## src/rtl/lcd_bus_arbiter.sv

```systemverilog
// Two-port arbiter for the shared HD44780 4-bit LCD bus.
// Each granted byte is sent as a high nibble strobe and then a low nibble
// strobe. The bus then settles for a number of cycles that depends on the
// command, and after that the requester is acknowledged.
//
// Handshake (per port): the requester raises req with rs/byte stable and
// holds them until ack pulses for exactly one cycle. The arbiter never grants
// in a cycle where any ack is high, so a req still high during its own ack
// cycle is not served twice. Dropping req mid-transfer does not abort it.
module lcd_bus_arbiter #(
    parameter int SHORT_WAIT = 0,
    parameter int LONG_WAIT  = 2,
    parameter int WAIT_W     = 4
) (
    input  logic       clk,
    input  logic       reset,
    input  logic       req0,
    input  logic       rs0,
    input  logic [7:0] byte0,
    output logic       ack0,
    input  logic       req1,
    input  logic       rs1,
    input  logic [7:0] byte1,
    output logic       ack1,
    output logic       busy,
    output logic       en,
    output logic       rs,
    output logic [3:0] data,
    output logic [2:0] fsm_state
);

    typedef enum logic [2:0] {
        ST_IDLE = 3'd0,
        ST_HI   = 3'd1,
        ST_GAP  = 3'd2,
        ST_LO   = 3'd3,
        ST_WAIT = 3'd4
    } state_t;

    localparam logic [WAIT_W-1:0] SHORT_CNT = WAIT_W'(SHORT_WAIT);
    localparam logic [WAIT_W-1:0] LONG_CNT  = WAIT_W'(LONG_WAIT);

    state_t            state;
    state_t            state_nxt;
    logic [WAIT_W-1:0] counter;
    logic              last_grant;
    logic              cur_port;
    logic              cur_rs;
    logic [7:0]        cur_byte;

    logic grant_ok;
    logic grant_port;
    logic long_cmd;

    // A grant is only possible in IDLE, outside the one-cycle ack turnaround.
    assign grant_ok   = (state == ST_IDLE) && !ack0 && !ack1 && (req0 || req1);
    // On a tie the port that did not win last time is served.
    assign grant_port = (req0 && req1) ? ~last_grant : req1;
    // Clear display / return home need the long settle time.
    assign long_cmd   = !cur_rs && (cur_byte >= 8'h01) && (cur_byte <= 8'h03);
    assign fsm_state  = state;

    // State register.
    always_ff @(posedge clk or negedge reset) begin
        if (!reset) begin
            state <= ST_IDLE;
        end else begin
            state <= state_nxt;
        end
    end

    // Next-state logic: the transfer walks a fixed sequence and leaves WAIT when the counter is empty.
    always_comb begin
        state_nxt = state;
        case (state)
            ST_IDLE: if (grant_ok) state_nxt = ST_HI;
            ST_HI:   state_nxt = ST_GAP;
            ST_GAP:  state_nxt = ST_LO;
            ST_LO:   state_nxt = ST_WAIT;
            ST_WAIT: if (counter == '0) state_nxt = ST_IDLE;
            default: state_nxt = ST_IDLE;
        endcase
    end

    // Registered outputs and transfer datapath, updated per state.
    always_ff @(posedge clk or negedge reset) begin
        if (!reset) begin
            en         <= 1'b0;
            rs         <= 1'b0;
            data       <= 4'h0;
            ack0       <= 1'b0;
            ack1       <= 1'b0;
            busy       <= 1'b0;
            counter    <= '0;
            last_grant <= 1'b1;
            cur_port   <= 1'b0;
            cur_rs     <= 1'b0;
            cur_byte   <= 8'h00;
        end else begin
            case (state)
                ST_IDLE: begin
                    ack0 <= 1'b0;
                    ack1 <= 1'b0;
                    if (grant_ok) begin
                        cur_port   <= grant_port;
                        cur_rs     <= grant_port ? rs1 : rs0;
                        cur_byte   <= grant_port ? byte1 : byte0;
                        last_grant <= grant_port;
                        en         <= 1'b1;
                        rs         <= grant_port ? rs1 : rs0;
                        data       <= grant_port ? byte1[7:4] : byte0[7:4];
                        busy       <= 1'b1;
                    end
                end
                ST_HI: begin
                    en <= 1'b0;
                end
                ST_GAP: begin
                    en   <= 1'b1;
                    data <= cur_byte[3:0];
                end
                ST_LO: begin
                    en      <= 1'b0;
                    counter <= long_cmd ? LONG_CNT : SHORT_CNT;
                end
                ST_WAIT: begin
                    if (counter != '0) begin
                        counter <= counter - 1'b1;
                    end else begin
                        busy <= 1'b0;
                        if (cur_port) ack1 <= 1'b1;
                        else          ack0 <= 1'b1;
                    end
                end
                default: begin
                    en <= 1'b0;
                end
            endcase
        end
    end

endmodule

```

## config.mk

```make
export PLATFORM = sky130hd
export DESIGN_NAME = lcd_bus_arbiter
export DESIGN_NICKNAME = d
export VERILOG_FILES = /design/src/rtl/lcd_bus_arbiter.sv
export SDC_FILE = /design/constraint.sdc
export NUM_CORES = 1
export LEC_CHECK = 0
export ABC_AREA = 1
export BUFFER_PORTS_ARGS = -buffer_cell sky130_fd_sc_hd__buf_4
export CORE_ASPECT_RATIO = 0.75
export CORE_UTILIZATION = 46
export CTS_CLUSTER_DIAMETER = 150
export DETAILED_ROUTE_END_ITERATION = 6
export HOLD_SLACK_MARGIN = 0.15
export PLACE_DENSITY = 0.78
export REMOVE_ABC_BUFFERS = 1
export SKIP_LAST_GASP = 1
export SYNTH_ARGS = -nofsm -noshare
export SYNTH_HDL_FRONTEND = slang
export SYNTH_SLANG_ARGS = --single-unit
```

## constraint.sdc

```tcl
create_clock -name clk -period 1.35 [get_ports clk]
set_clock_uncertainty 0.15 [all_clocks]
set_input_delay 0 -clock clk [delete_from_list [all_inputs] [get_ports clk]]
set_output_delay 0 -clock clk [all_outputs]
set_load 0.05 [all_outputs]
```

==> flow_summary.toml <==
[status]
status = "finished, violations left"
violations = "setup timing"

[timing]
worst_slack_ns = -0.149
fin_hold_ws_ns = 0.309
hold_viol = 0
fmax_ghz = 0.667
fin_setup_tns_ns = -1.20
relSlewSlack_pct = 77.8
tightest_slew_ns = 0.332
drv_slew = 0
fin_crit_sh_pct = 111
period_needed_ns = 1.50
setup_viol = 20
grt_setup_unrepaired = "true"

[cts]
clock_latency_ns = 0.34
path_clk_slew_ns = 0.14
cts_tree = "yes"
numCtsBuffers = 3
root_buffer = "clkbuf_4"
clock_path_buffers = 2
h-tree-depth = 1
clock-sinks = 26

[route]
drt-pass1-iter-count = 4
wl_met3_um = 252
routedWlPerCell_um = 15.9
wirelength_um = 4380
viasPerCell = 5.22
final_antenna_net_count = 0
met2_length_um = 2250
vias = 1435
drt_first_iter_violations = 64
wl_met1_um = 1740
drcViolationCount = 0
highest_layer = "met4"

[logic_synthesis]
avgSynthCellArea_um2 = 8.24
synth_cells = 153
syn_area_um2 = 1260
ys_seq_area_share_pct = 51.7
ys_types = 23
ys_warn_count = 0
ys_seq_elements = 26

[final_layout]
design_area_um2 = 2190
nets = 264
fill_cells = 139
syn2layout_area_growth_pct = 74.1
layout_commonest_cell = "buf_4"
final_cell_mix = "buf_4 (53), nand2_1 (37), dfrtp_1 (25)"
drive_gt1_share_pct = 44.4
n_antenna_cell = 0

[worst_setup_path]
crit_required_ns = 1.42
max_stage_delay_ns = 0.46
cp_cell_sequence = "nor2_4, nand2_2, inv_2, nand2_2, nand2_4, inv_4, nand2_1, o21ai_0"
slowest_stage = "dfrtp_1"
cp-start-kind = "register"
critPathMaxFanout = 5
cpLargestDelayFamily = "simple AND/OR/NAND/NOR gates"
path_class = "register to register"
crit_path_end_kind = "register"
critPathBufInv = 2
arrival_ns = 1.56
cpMostUsedCell = "nand2_2"

[power_and_ir_drop]
powerDensity_nw_per_um2 = 2480
finalPower_uw = 5450
leakage_uw = 0.00113
ir_drop_uv = 1150

[place]
dpl_cell_area_um2 = 1670
gp_congestion = 0.834
pre_cts_slack_ns = -0.0538
hpwl_um = 2230
io_buffers = 33

[global_routing]
first_global_vias = 1359
grt_pass1_wl_um = 5710
track_usage_pct = 25.8
grt_overflow = 0
antenna_found_initial = 0
grt_max_degree = 27

[floorplan]
die_h_um = 47.3
pin_count = 34
core-area_um2 = 2600
fp.dieW_um = 62.4
die-area_um2 = 2950
rows = 16
start_util_pct = 48.4

[flow_run]
cap_violations = 0

[hold_path]
hp-class = "primary input to register"
-- cells in the mapped netlist --
| cell type | n | area, µm² |
|---|---|---|
| o211ai_1 | 1 | 7.51 |
| o21ai_2 | 2 | 17.5 |
| o21ai_1 | 5 | 25.0 |
| nand3_1 | 9 | 45.0 |
| xor2_1 | 1 | 8.76 |
| nor2_4 | 1 | 11.3 |
| o21ai_0 | 13 | 65.1 |
| dfstp_2 | 1 | 26.3 |
| a31oi_1 | 2 | 12.5 |
| nand3b_1 | 1 | 7.51 |
| nand4_1 | 1 | 6.26 |
| buf_6 | 1 | 11.3 |
| nor2_1 | 12 | 45.0 |
| inv_1 | 16 | 60.1 |
| nor3_1 | 1 | 5.00 |
| nand2_4 | 1 | 11.3 |
| nor2_8 | 1 | 20.0 |
| nor2_2 | 1 | 6.26 |
| nand2_2 | 3 | 18.8 |
| inv_2 | 4 | 15.0 |
| dfrtp_1 | 25 | 626 |
| nand2_1 | 49 | 184 |
| ha_1 | 2 | 25.0 |
-- registers in the layout, indices dropped and copies added, names as in the netlist, 3 cells and up --
signal	count
cur_byte	8
data	4
counter	4
fsm_state	3
-- worst register-to-register path: cells and delay by family (launching register included) --
kind	cells	cell delay, ns
compound gates	1	0.11
simple gates	5	0.51
buf+inv	2	0.15
flops	1	0.46
-- area by class of cell --
type	count	area (µm²)	share of cell area, %
Timing Repair Buffer	83	731	33.3
Tap cell	36	45.0	2.05
Clock buffer	4	26.3	1.20
Multi-Input combinational cell	106	657	29.9
Sequential cell	26	652	29.7
Inverter	20	82.6	3.76
-- per-stage QoR --
step / std cells / utilization [%]
after floorplan: 152 / -
final: 275 / 84.3
after global placement: 237 / 64.3
after CTS: 268 / 76.3
after global routing: 275 / 84.3
after detailed placement: 237 / 64.3
-- cells by family after synthesis --
| group | Yosys count | synth area share, % |
|---|---|---|
| fa+ha+maj | 2 | 1.99 |
| compound gates | 23 | 10.1 |
| simple gates | 80 | 28.6 |
| buf+inv | 21 | 6.85 |
| xor+xnor | 1 | 0.695 |
| flops | 26 | 51.7 |
-- worst paths after layout --
kind                                          startpoint                      end  slack (ns)  cells after the start
worst min-delay path                            byte1[2]  cur_byte[2]$_DFFE_PN0P_        0.31                      4
max in group asynchronous                          reset   last_grant$_DFFE_PN1P_        0.28                      3
min in group asynchronous                          reset         ack0$_DFFE_PN0P_        0.48                      3
worst max register to register  fsm_state[0]$_DFFE_PN0P_   counter[0]$_DFFE_PN0P_       -0.15                      8
worst min register to register    last_grant$_DFFE_PN1P_   last_grant$_DFFE_PN1P_        0.34                      2
worst max-delay path            fsm_state[0]$_DFFE_PN0P_   counter[0]$_DFFE_PN0P_       -0.15                      8
-- report_power, final --
group,internal [µW],switching (µW)
registers,1160,276
logic,1510,2140
clock network,116,244
total,2790,2660
-- timing repair --
item / CTS / global route
gates cloned: 0 / 1
hold buffers: 22 / 0
endpoints found under the hold margin: 44 / 0
setup endpoints to repair: 18 / 24
buffers inserted: 6 / 6
gates resized for setup: 11 / 36
pin swaps: 6 / 9
-- layer usage --
metal | GRT usage, % | up-vias
li1 | - | 659
met1 | 29.4 | 683
met2 | 50.2 | 80
met3 | 5.10 | 13
met4 | 10.2 | 0
met5 | 0 | -
(Power assumes the default switching activity.)
